<file path="config.mk">
export PLATFORM = sky130hd
export DESIGN_NAME = gshare_predictor_flat
export DESIGN_NICKNAME = d
export VERILOG_FILES = /design/src/rtl/gshare_predictor_pkg.sv /design/src/rtl/gshare_predictor_if.sv /design/src/rtl/gshare_predictor_sat.sv /design/src/rtl/gshare_predictor.sv /design/src/flat_wrapper.sv
export SDC_FILE = /design/constraint.sdc
export NUM_CORES = 1
export LEC_CHECK = 0
export CELL_PAD_IN_SITES_DETAIL_PLACEMENT = 0
export CELL_PAD_IN_SITES_GLOBAL_PLACEMENT = 2
export CORE_UTILIZATION = 45
export DETAILED_ROUTE_END_ITERATION = 8
export PLACE_DENSITY_LB_ADDON = 0.1
export RECOVER_POWER = 100
export SYNTH_ARGS = -nofsm -noshare
export SYNTH_HDL_FRONTEND = slang
export SYNTH_HIERARCHICAL = 1
export SYNTH_SLANG_ARGS = --single-unit
export TNS_END_PERCENT = 1
</file>
<file path="constraint.sdc">
create_clock -name clk -period 16 [get_ports clk]
set_input_delay 1.6 -clock clk [delete_from_list [all_inputs] [get_ports clk]]
set_output_delay 1.6 -clock clk [all_outputs]
set_load 0.05 [all_outputs]
</file>
<file path="src/rtl/gshare_predictor_pkg.sv">
// Shared branch-predictor types: default table geometry, FSM states and the
// counter initial value (weakly not-taken).
package BranchPredictorTypes;

  localparam int PHT_ENTRIES = 256;
  localparam int PHT_IDX_W   = $clog2(PHT_ENTRIES);
  localparam int PHT_CTR_W   = 2;

  typedef logic [PHT_IDX_W-1:0] pht_idx_t;
  typedef logic [PHT_CTR_W-1:0] ctr_t;

  typedef enum logic {
    INIT = 1'b0,
    RUN  = 1'b1
  } bp_state_t;

  function automatic int CTR_INIT(input int ctr_w);
    return (1 << (ctr_w - 1)) - 1;
  endfunction

endpackage

</file>
<file path="src/rtl/gshare_predictor_if.sv">
// Fetch/execute-facing predictor bus: combinational lookup plus training port.
interface gshare_predictor_if #(
  parameter int ADDR_W = 32,
  parameter int IDX_W  = 8
);

  logic [ADDR_W-1:0] pred_pc;
  logic              pred_taken;
  logic [IDX_W-1:0]  pred_idx;
  logic              ready;
  logic              upd_valid;
  logic [IDX_W-1:0]  upd_idx;
  logic              upd_taken;

  modport master (
    output pred_pc, upd_valid, upd_idx, upd_taken,
    input  pred_taken, pred_idx, ready
  );

  modport slave (
    input  pred_pc, upd_valid, upd_idx, upd_taken,
    output pred_taken, pred_idx, ready
  );

endinterface

</file>
<file path="src/rtl/gshare_predictor_sat.sv">
// Saturating up/down step for one prediction counter; purely combinational.
module sat_counter_next #(
  parameter int CTR_W = 2
) (
  input  logic [CTR_W-1:0] i_ctr,
  input  logic             i_taken,
  output logic [CTR_W-1:0] o_next
);

  localparam logic [CTR_W-1:0] LP_MAX = '1;

  always_comb begin
    o_next = i_ctr;
    if (i_taken) begin
      if (i_ctr != LP_MAX) o_next = i_ctr + CTR_W'(1);
    end else begin
      if (i_ctr != '0) o_next = i_ctr - CTR_W'(1);
    end
  end

endmodule

</file>
<file path="src/rtl/gshare_predictor.sv">
// Gshare/bimodal direction predictor: zero-latency lookup, trained at resolve,
// table swept to CTR_INIT after every reset before ready rises.
module gshare_predictor #(
  parameter int ENTRIES  = 256,
  parameter int CTR_W    = 2,
  parameter int HIST_LEN = 8,
  parameter int GSHARE   = 1,
  parameter int ADDR_W   = 32
) (
  input  logic               clk,
  input  logic               rst,
  gshare_predictor_if.slave  bp
);
  import BranchPredictorTypes::*;

  localparam int               IDX_W       = $clog2(ENTRIES);
  localparam logic [CTR_W-1:0] LP_CTR_INIT = CTR_W'(CTR_INIT(CTR_W));

  bp_state_t           r_state;
  bp_state_t           w_state_nxt;
  logic [IDX_W-1:0]    r_init_ptr;
  logic [HIST_LEN-1:0] r_ghr;
  logic [CTR_W-1:0]    r_pht [ENTRIES];

  logic                w_ready;
  logic                w_init_we;
  logic                w_train;
  logic [IDX_W-1:0]    w_base;
  logic [IDX_W-1:0]    w_ghr_ext;
  logic [IDX_W-1:0]    w_pred_idx;
  logic [CTR_W-1:0]    w_ctr_nxt;
  logic [HIST_LEN-1:0] w_ghr_nxt;
  logic                w_unused_pc;

  always_ff @(posedge clk or posedge rst) begin
    if (rst) r_state <= INIT;
    else     r_state <= w_state_nxt;
  end

  always_comb begin
    w_state_nxt = r_state;
    w_ready     = 1'b0;
    w_init_we   = 1'b0;
    case (r_state)
      INIT: begin
        w_init_we = 1'b1;
        if (r_init_ptr == IDX_W'(ENTRIES - 1)) w_state_nxt = RUN;
      end
      RUN:     w_ready = 1'b1;
      default: w_state_nxt = INIT;
    endcase
  end

  always_ff @(posedge clk or posedge rst) begin
    if (rst)            r_init_ptr <= '0;
    else if (w_init_we) r_init_ptr <= r_init_ptr + IDX_W'(1);
  end

  assign w_train   = w_ready & bp.upd_valid;
  assign w_ghr_nxt = HIST_LEN'({r_ghr, bp.upd_taken});

  // History only advances on resolved branches, so it never needs repair.
  always_ff @(posedge clk or posedge rst) begin
    if (rst)          r_ghr <= '0;
    else if (w_train) r_ghr <= w_ghr_nxt;
  end

  sat_counter_next #(.CTR_W(CTR_W)) u_sat (
    .i_ctr   (r_pht[bp.upd_idx]),
    .i_taken (bp.upd_taken),
    .o_next  (w_ctr_nxt)
  );

  always_ff @(posedge clk) begin
    if (w_init_we)    r_pht[r_init_ptr] <= LP_CTR_INIT;
    else if (w_train) r_pht[bp.upd_idx] <= w_ctr_nxt;
  end

  assign w_base      = bp.pred_pc[IDX_W+1:2];
  assign w_ghr_ext   = IDX_W'(r_ghr);
  assign w_pred_idx  = (GSHARE != 0) ? (w_base ^ w_ghr_ext) : w_base;
  assign w_unused_pc = ^{bp.pred_pc[ADDR_W-1:IDX_W+2], bp.pred_pc[1:0]};

  // Lookup reads the table before any same-cycle write lands: no bypass.
  assign bp.pred_idx   = w_pred_idx;
  assign bp.pred_taken = w_ready & r_pht[w_pred_idx][CTR_W-1];
  assign bp.ready      = w_ready;

endmodule

</file>
<file path="src/flat_wrapper.sv">
// flat-port wrapper written by rule: the top's interface ports become plain ports
module gshare_predictor_flat import BranchPredictorTypes::*;
#(
  parameter int ENTRIES  = 256,
  parameter int CTR_W    = 2,
  parameter int HIST_LEN = 8,
  parameter int GSHARE   = 1,
  parameter int ADDR_W   = 32
)
  (clk, rst, bp_pred_pc, bp_upd_valid, bp_upd_idx, bp_upd_taken, bp_pred_taken, bp_pred_idx, bp_ready);
  gshare_predictor_if #(.ADDR_W(ADDR_W), .IDX_W(8)) bp_i ();
  input  logic clk;
  input  logic rst;
  input wire logic [$bits(bp_i.pred_pc)-1:0] bp_pred_pc;
  input wire logic [$bits(bp_i.upd_valid)-1:0] bp_upd_valid;
  input wire logic [$bits(bp_i.upd_idx)-1:0] bp_upd_idx;
  input wire logic [$bits(bp_i.upd_taken)-1:0] bp_upd_taken;
  output wire logic [$bits(bp_i.pred_taken)-1:0] bp_pred_taken;
  output wire logic [$bits(bp_i.pred_idx)-1:0] bp_pred_idx;
  output wire logic [$bits(bp_i.ready)-1:0] bp_ready;
  assign bp_i.pred_pc = bp_pred_pc;
  assign bp_i.upd_valid = bp_upd_valid;
  assign bp_i.upd_idx = bp_upd_idx;
  assign bp_i.upd_taken = bp_upd_taken;
  assign bp_pred_taken = bp_i.pred_taken;
  assign bp_pred_idx = bp_i.pred_idx;
  assign bp_ready = bp_i.ready;
  gshare_predictor #(.ENTRIES(ENTRIES), .CTR_W(CTR_W), .HIST_LEN(HIST_LEN), .GSHARE(GSHARE), .ADDR_W(ADDR_W)) u_core (.clk(clk), .rst(rst), .bp(bp_i));
endmodule
</file>
==> metrics.sh, run 1 <==
FINALHOLDWORSTSLACK_NS=0.5158
CTS_RESIZED=0
REG2REGPATHDEPTH=10
CP.BUFFERS_INVERTERS=5
SYN_AREA_PER_CELL_UM2=16.60
CLK_PIN_SLEW_NS=0.06
POST_SYNTH_EDFFS=512
ROUTE.FINAL.WIRE_LENGTH_UM=69020
NNETSFINAL=1514
SETUP.WORST_PATH.END_CLASS='output pin'
REGTOREGSETUPSLACK_NS=9.80
CLK-INSERTION-DELAY-LATE_NS=0.62
FLOW.AREA_GROWTH_FROM_SYNTHESIS_PCT=10.78
SYNTH-SEQ-AREA-SHARE=0.6566
OUTCOME='finished, violations left'
CELLLEAKAGEPOWER_nW=7.878
GRT_FIRST_PASS_WIRELENGTH_UM=98620
DETAILROUTE.WIRELENGTH.MET3_UM=5495
FIRST_GLOBAL_VIAS=13830
CRITICAL_PATH_CLASS='input pin to output pin'
CP-STARTPOINT='bp_pred_pc[2]'
FINAL-HOLD-VIOLATION-COUNT=0
WORST_SETUP_PATH_ENDPOINT='bp_pred_taken'
DETAIL_ROUTE.WIRELENGTH.MET1_UM=28690
POSTSYNTHCELLCOUNT=1450
VIAS=13880
POSTCTSHOLDBUFS=0
TIMING.CRITICAL_PATH.SLOWEST_CELL_DELAY_NS=2.59
TRITONCTS_NUM_SINKS=529
ASYNCSETRESETFLOPFRACSYNTH=0.03214
PIN_COUNT_OF_THE_BIGGEST_NET_ENTERING_GLOBAL_ROUTING=109
NETLIST-CELL-TYPE-COUNT=54
FINALWORSTPATHREQUIREDPERIOD_NS=11.55
GR-USAGE-ALL-LAYERS=0.2607
POWER.DENSITY_CELL_AREA_nW_PER_UM2=107.0
SYNTH_TOP_AREA_CELL='sky130_fd_sc_hd__edfxtp_1'
DETAIL_ROUTE.ITER0.VIOLATIONS=1420
SETUP_VIOL=0
SLEW_HEADROOM=-1.569
POST_ROUTE_CELLS_DRIVE_ABOVE_1_SHARE=0.2004
CLOCKBUFFERDEPTH=3
TIMING.CRITICAL_PATH.DEPTH=12
GRT.OVERFLOW.TOTAL=0
MAX_FREQ_MHz=86.59
TRANSITION_TIME_AT_THE_PIN_WITH_THE_LEAST_SLEW_MARGIN_NS=3.854
FAILED_CHECKS='max-capacitance violations, max-slew violations'
SKEW_NS=0.02538
DIEHEIGHT_UM=233.2
NUMBER_OF_ANTENNA_VIOLATIONS_AT_THE_FIRST_CHECK_IN_GLOBAL_ROUTING=2
TRITONCTS_CLOCK_TREE='built'
IOS=54
CORE_UM2=52660
CTS_BUFFERS=56
DIE_W_UM=233.2
PATH_DELAY_FAMILY='buffers and inverters'
PEAK_SUPPLY_DROP_V=0.00007215
FIN_SETUP_TNS_NS=0
YS.FLOP_TYPE='sky130_fd_sc_hd__edfxtp_1'
CLK_ROOT_BUF='sky130_fd_sc_hd__clkbuf_16'
POST_CTS_BUFFERS=0
CRITPATHSLOWESTCELL='sky130_fd_sc_hd__clkbuf_1'
CRIT_PATH_MAX_FANOUT=43
ROUTED-WL-MET2_UM=32540
TIMING.CRITICAL_PATH.CELLS='clkdlybuf4s50_1, xnor2_4, buf_4, clkinvlp_2, clkbuf_1, mux2i_1, a32oi_1, a32oi_1, a2111oi_2, o41ai_1, a311oi_2, clkdlybuf4s50_1'
RSZ_0062_RAISED_AFTER_GLOBAL_ROUTING='false'
REQUIRED_NS=14.40
YS_SEQ_ELEMENTS=529
HIGHEST-SIGNAL-LAYER='met4'
SLEW_VIOL_FINAL=335
NETLIST_TOP_CELLS_AREA='sky130_fd_sc_hd__edfxtp_1 64%, sky130_fd_sc_hd__mux4_2 18%, sky130_fd_sc_hd__nor2_1 4.2%, sky130_fd_sc_hd__nand2_1 2.1%, sky130_fd_sc_hd__dfrtp_1 1.8%'
SYN-CELL-AREA_UM2=24060
BUFFER_PORTS.INSERTED=29
N_ANTENNA_CELL=0
FINAL.PERIOD_UTILIZATION=0.7218
DETAIL_ROUTE.FIRST_PASS.ITERATIONS=7
DESIGN.DIE.AREA_UM2=54400
FINAL_ANTENNA_NET_COUNT=0
INITIAL_UTILIZATION=0.4570
GP_CONGESTION=0.8483
STD_CELL_ROWS=84
STARTPOINT_TYPES='input pin'
REG2REG_FROM='u_core/r_pht[123][0]$_DFFE_PP_'
SYN_NETS=1495
R2R-END='u_core/r_pht[53][0]$_DFFE_PP_'
SYNTH-WARNING-COUNT=6
DRC_ERRORS=0
ARRIVAL_NS=9.95
VIA_PER_INST=6.309
HTREEDEPTH=2
WORST_HOLD_PATH_TYPE='flip-flop to flip-flop'
HPWLAFTERDP_UM=42200
POST_DRT_WL_PER_CELL_UM=31.37
MAX_CAP_VIOLATIONS=12
SYNTH_TOP_AREA_SHARE=0.6389
stage by stage:
step | power (mW) | area (µm²) | setup slack, ns | util | std cells
2_1_floorplan | 1.600 | 24060 | 7.691 | - | 1450
3_3_place_gp | 1.640 | 25030 | 7.337 | 0.4753 | 2099
3_5_place_dp | 1.640 | 25030 | 7.159 | 0.4753 | 2099
4_1_cts | 2.878 | 26760 | 7.785 | 0.5082 | 2200
5_1_grt | 2.929 | 26660 | 3.740 | 0.5062 | 2200
6_report | 2.852 | 26660 | 4.452 | 0.5062 | 2200
worst register-to-register path, delay by kind of cell (launching register included):
family                     cells  cell delay [ns]
AOI/OAI and AO/OA              2             0.66
adders and majority gates      1             0.14
buffers and inverters          3             2.02
DFF                            1             0.36
muxes                          2             1.04
and+or+nand+nor                2             1.53
cell usage in the layout (no fill, tap or decap), types with 4 or more instances in the layout:
cell,instances
sky130_fd_sc_hd__mux2i_1,18
sky130_fd_sc_hd__buf_4,23
sky130_fd_sc_hd__nand2b_1,4
sky130_fd_sc_hd__nand3b_1,16
sky130_fd_sc_hd__nor3_1,5
sky130_fd_sc_hd__mux4_1,14
sky130_fd_sc_hd__a22oi_1,19
sky130_fd_sc_hd__clkbuf_1,27
sky130_fd_sc_hd__inv_1,6
sky130_fd_sc_hd__mux4_2,192
sky130_fd_sc_hd__xor2_1,4
sky130_fd_sc_hd__nand2_1,137
sky130_fd_sc_hd__clkinv_1,13
sky130_fd_sc_hd__bufinv_16,4
sky130_fd_sc_hd__clkbuf_16,57
sky130_fd_sc_hd__nand4_1,7
sky130_fd_sc_hd__o21ai_0,7
sky130_fd_sc_hd__and2_1,5
sky130_fd_sc_hd__nor2_1,268
sky130_fd_sc_hd__nor2b_1,4
sky130_fd_sc_hd__dfrtp_1,17
sky130_fd_sc_hd__dlygate4sd3_1,9
sky130_fd_sc_hd__nand3_1,36
sky130_fd_sc_hd__clkdlybuf4s50_1,16
sky130_fd_sc_hd__o31ai_1,4
sky130_fd_sc_hd__clkinv_2,8
sky130_fd_sc_hd__a31oi_1,6
sky130_fd_sc_hd__xnor2_1,7
sky130_fd_sc_hd__and3_1,4
sky130_fd_sc_hd__edfxtp_1,512
sky130_fd_sc_hd__a32oi_1,9
sky130_fd_sc_hd__a22o_1,6
flip-flops by register name (all words and copies together) (netlist names):
name and cells:
u_core/r_init_ptr 8, u_core/r_state 1, u_core/r_pht 512, u_core/r_ghr 8
cells in the mapped netlist (5+ instances only):
| library cell | count |
|---|---|
| sky130_fd_sc_hd__a22o_1 | 6 |
| sky130_fd_sc_hd__a22oi_1 | 19 |
| sky130_fd_sc_hd__a31oi_1 | 6 |
| sky130_fd_sc_hd__a32oi_1 | 9 |
| sky130_fd_sc_hd__and2_1 | 5 |
| sky130_fd_sc_hd__buf_1 | 13 |
| sky130_fd_sc_hd__buf_12 | 5 |
| sky130_fd_sc_hd__buf_2 | 19 |
| sky130_fd_sc_hd__clkbuf_1 | 61 |
| sky130_fd_sc_hd__dfrtp_1 | 17 |
| sky130_fd_sc_hd__edfxtp_1 | 512 |
| sky130_fd_sc_hd__inv_1 | 6 |
| sky130_fd_sc_hd__mux2i_1 | 18 |
| sky130_fd_sc_hd__mux4_1 | 14 |
| sky130_fd_sc_hd__mux4_2 | 192 |
| sky130_fd_sc_hd__nand2_1 | 137 |
| sky130_fd_sc_hd__nand3_1 | 36 |
| sky130_fd_sc_hd__nand3b_1 | 16 |
| sky130_fd_sc_hd__nand4_1 | 7 |
| sky130_fd_sc_hd__nor2_1 | 268 |
| sky130_fd_sc_hd__nor3_1 | 5 |
| sky130_fd_sc_hd__o21ai_0 | 6 |
| sky130_fd_sc_hd__xnor2_1 | 7 |
| sky130_fd_sc_hd__xor2_1 | 5 |
per-layer routing:
metal	track usage	up-vias
met5	0	-
met4	0.09212	0
met3	0.03638	105
met2	0.4083	603
met1	0.3746	7375
li1	-	5797
cell type report:
| class | count | area [µm²] |
|---|---|---|
| inverters | 8 | 31.28 |
| well taps | 688 | 860.8 |
| multi-input cells | 810 | 7730 |
| clock inverters | 28 | 234.0 |
| flip-flops and latches | 529 | 15800 |
| repair buffers | 64 | 504.2 |
| fillers | 4422 | 26000 |
| clock buffers | 73 | 1496 |
logic make-up (layout without fill, tap and decap cells):
group	after synthesis	after routing	synth area share
buffers and inverters	111	173	0.02283
flip-flops	529	529	0.6566
XOR/XNOR	15	15	0.006864
AND/OR/NAND/NOR	490	490	0.08397
multiplexers	227	227	0.2039
AO/OA/AOI/OAI	75	75	0.02439
adder cells (fa/ha/maj)	3	3	0.001456
power by group:
group / total, mW / leakage (nW) / internal [mW] / switching (mW)
registers: 1.50 / 4.65 / 1.50 / 0
clock network: 1.24 / 0.845 / 0.718 / 0.523
logic: 0.115 / 2.38 / 0.0426 / 0.0723
total: 2.85 / 7.88 / 2.26 / 0.596
how the worst min path moves through the flow:
stage | from | to | slack [ns] | cells after the start
after detailed placement | u_core/r_ghr[7]$_DFFE_PP0P_ | u_core/r_ghr[7]$_DFFE_PP0P_ | 0.51 | 2
final | u_core/r_ghr[7]$_DFFE_PP0P_ | u_core/r_ghr[7]$_DFFE_PP0P_ | 0.52 | 2
after global routing | u_core/r_ghr[7]$_DFFE_PP0P_ | u_core/r_ghr[7]$_DFFE_PP0P_ | 0.54 | 2
after CTS | u_core/r_ghr[7]$_DFFE_PP0P_ | u_core/r_ghr[7]$_DFFE_PP0P_ | 0.52 | 2
after floorplan | u_core/r_ghr[7]$_DFFE_PP0P_ | u_core/r_ghr[7]$_DFFE_PP0P_ | 0.47 | 2
after global placement | u_core/r_ghr[7]$_DFFE_PP0P_ | u_core/r_ghr[7]$_DFFE_PP0P_ | 0.48 | 2
Note: power is estimated with default switching activity, not from simulation.
==> run 2, diff against run 1 <==
clock period = 11.2 ns   (was 16 ns; I/O delays follow)
==> run 2 against run 1 <==
  * Combinational power grew 42%
  * Sequential cell count is the same
  * Critical endpoint unchanged
  * Largest power group unchanged
  * Critical path type unchanged
  * Die area is the same
  * The run still ends with max-capacitance violations, max-slew violations left
  * Largest cell class unchanged
==> metrics.sh, run 2 (synthesis gave the netlist of run 1 again) <==
PIN_COUNT_OF_THE_BIGGEST_NET_ENTERING_GLOBAL_ROUTING=213
OUTCOME='finished, violations left'
FINALWORSTPATHREQUIREDPERIOD_NS=8.596
TIMING.CRITICAL_PATH.DEPTH=11
SLEW_VIOL_FINAL=208
N_ANTENNA_CELL=0
POST_DRT_WL_PER_CELL_UM=31.57
TRITONCTS_NUM_SINKS=529
POSTCTSHOLDBUFS=0
CLK_ROOT_BUF='sky130_fd_sc_hd__clkbuf_16'
FINAL_ANTENNA_NET_COUNT=0
CORE_UM2=52660
TRITONCTS_CLOCK_TREE='built'
CTS_RESIZED=0
FLOW.AREA_GROWTH_FROM_SYNTHESIS_PCT=11.03
REG2REG_FROM='u_core/r_state$_DFF_PP0_'
PEAK_SUPPLY_DROP_V=0.0001228
SLEW_HEADROOM=-1.739
DESIGN.DIE.AREA_UM2=54400
POWER.DENSITY_CELL_AREA_nW_PER_UM2=153.5
ROUTE.FINAL.WIRE_LENGTH_UM=69590
NNETSFINAL=1514
REG2REGPATHDEPTH=6
DETAIL_ROUTE.ITER0.VIOLATIONS=1540
LAYOUT.CORE_UTILIZATION=0.5074
SETUP.WORST_PATH.END_CLASS='output pin'
MAX_CAP_VIOLATIONS=12
CRIT_PATH_MAX_FANOUT=35
DETAIL_ROUTE.FIRST_PASS.ITERATIONS=5
TIMING.CRITICAL_PATH.CELLS='clkdlybuf4s50_1, xor2_4, buf_4, clkbuf_1, mux4_2, a22oi_1, and3_1, nor4_1, nor3_1, a311oi_2, dlygate4sd3_1'
VIAS=14030
FINAL.PERIOD_UTILIZATION=0.7675
GP_CONGESTION=0.8458
CLOCKBUFFERDEPTH=3
MAX_FREQ_MHz=116.3
CP-STARTPOINT='bp_pred_pc[3]'
SKEW_NS=0.02677
DRC_ERRORS=0
GRT.OVERFLOW.TOTAL=0
DIEHEIGHT_UM=233.2
BIGGESTREGSBYFLOPS='u_core/r_pht (512), u_core/r_ghr (8), u_core/r_init_ptr (8)'
HTREEDEPTH=2
GR-USAGE-ALL-LAYERS=0.2613
LEADING_CELL_TYPE_IN_THE_LAYOUT_FILL_AND_TAPS_EXCLUDED='sky130_fd_sc_hd__edfxtp_1'
MOST-COMMON-LAYOUT-CELLS='512 x sky130_fd_sc_hd__edfxtp_1, 268 x sky130_fd_sc_hd__nor2_1, 192 x sky130_fd_sc_hd__mux4_2'
ARRIVAL_NS=7.48
HPWLAFTERDP_UM=41720
LARGEST-REGISTER='u_core/r_pht'
WORST_HOLD_PATH_TYPE='flip-flop to flip-flop'
CRITICAL_PATH_CLASS='input pin to output pin'
CLK_PIN_SLEW_NS=0.06
CRITPATHSLOWESTCELL='sky130_fd_sc_hd__clkbuf_1'
GRT_FIRST_PASS_WIRELENGTH_UM=99220
FINALHOLDWORSTSLACK_NS=0.5366
NUMBER_OF_ANTENNA_VIOLATIONS_AT_THE_FIRST_CHECK_IN_GLOBAL_ROUTING=1
INITIAL_UTILIZATION=0.4570
CLK-INSERTION-DELAY-LATE_NS=0.62
PATH_DELAY_FAMILY='buffers and inverters'
CP.BUFFERS_INVERTERS=4
STARTPOINT_TYPES='input pin'
FIN_SETUP_TNS_NS=0
FILLER_CELL_COUNT=4325
CTS_BUFFERS=56
FAILED_CHECKS='max-capacitance violations, max-slew violations'
POST_CTS_BUFFERS=0
CELLLEAKAGEPOWER_nW=7.905
REQUIRED_NS=10.08
TOTAL_POWER_OF_THE_FINAL_LAYOUT_mW=4.101
IOS=54
MIN_FROM='u_core/r_ghr[5]$_DFFE_PP0P_'
FINAL_CELL_COUNT_NO_FILL=2204
STD_CELL_ROWS=84
TRANSITION_TIME_AT_THE_PIN_WITH_THE_LEAST_SLEW_MARGIN_NS=4.109
FLIP_FLOP_COUNT_OF_THE_LARGEST_REGISTER_AFTER_LAYOUT=512
SETUP_VIOL=0
POST-PLACE-CELLS=2099
RSZ_0062_RAISED_AFTER_GLOBAL_ROUTING='false'
BUFFER_PORTS.INSERTED=29
TIMING.CRITICAL_PATH.SLOWEST_CELL_DELAY_NS=2.26
MIN_DELAY_PATH_DEPTH=2
VIA_PER_INST=6.363
DIE_W_UM=233.2
POST_ROUTE_CELLS_DRIVE_ABOVE_1_SHARE=0.2018
FINAL-HOLD-VIOLATION-COUNT=0
FIRST_GLOBAL_VIAS=13710
## run 2: cell types whose count changed in the layout (fill, tap and decap cells not counted), moves of 2 or more
| cell | change |
|---|---|
| sky130_fd_sc_hd__clkinv_1 | +6 |
| sky130_fd_sc_hd__buf_4 | -3 |
| sky130_fd_sc_hd__clkinvlp_4 | +2 |
| sky130_fd_sc_hd__clkbuf_1 | -3 |
| sky130_fd_sc_hd__clkinv_2 | +2 |
## run 2: per-layer routing
| metal | global-route usage | wire length, µm | up-vias |
|---|---|---|---|
| li1 | - | - | 5806 |
| met1 | 0.3831 | 29790 | 7534 |
| met2 | 0.4036 | 32640 | 580 |
| met3 | 0.03650 | 4925 | 105 |
| met4 | 0.08640 | 2232 | 0 |
| met5 | 0 | 0 | - |
## run 2: path summary, 6_finish.rpt
check	to	slack (ns)
worst max-delay path	bp_pred_taken	2.60
max in group asynchronous	u_core/r_init_ptr[7]$_DFFE_PP0N_	9.66
worst min register to register	u_core/r_ghr[6]$_DFFE_PP0P_	0.54
worst min-delay path	u_core/r_ghr[6]$_DFFE_PP0P_	0.54
worst max register to register	u_core/r_pht[30][1]$_DFFE_PP_	6.54
min in group asynchronous	u_core/r_ghr[1]$_DFFE_PP0P_	1.09
## run 2: power by group
part           internal [mW]  leakage, nW  switching, mW  total, mW
registers               2.14         4.65              0       2.14
clock network           1.03        0.859          0.769       1.80
logic                 0.0599         2.40          0.103      0.163
## run 2: worst register-to-register path, cell delays in order (launching register included)
cell and delay (ns):
sky130_fd_sc_hd__dfrtp_1 0.67, sky130_fd_sc_hd__and2_0 0.75, sky130_fd_sc_hd__clkbuf_1 0.61, sky130_fd_sc_hd__nand3b_1 0.14, sky130_fd_sc_hd__nand2_1 0.31, sky130_fd_sc_hd__nand3_1 1.22
sky130_fd_sc_hd__nor2_1 0.63
## run 2: through the flow
| step | cell area [µm²] | setup slack [ns] |
|---|---|---|
| 2_1_floorplan | 24060 | 3.371 |
| 3_3_place_gp | 25040 | 4.056 |
| 3_5_place_dp | 25040 | 3.997 |
| 4_1_cts | 26810 | 3.991 |
| 5_1_grt | 26720 | 1.992 |
| 6_report | 26720 | 2.604 |
## run 2: area by class of cell
cell class	instances	area (µm²)	area share
tap	688	860.8	0.03222
sequential	529	15800	0.5914
timing repair buffer	64	509.2	0.01906
inverter	8	35.03	0.001311
multi-input combinational	810	7742	0.2898
clock inverter	37	280.3	0.01049
clock buffer	68	1489	0.05573
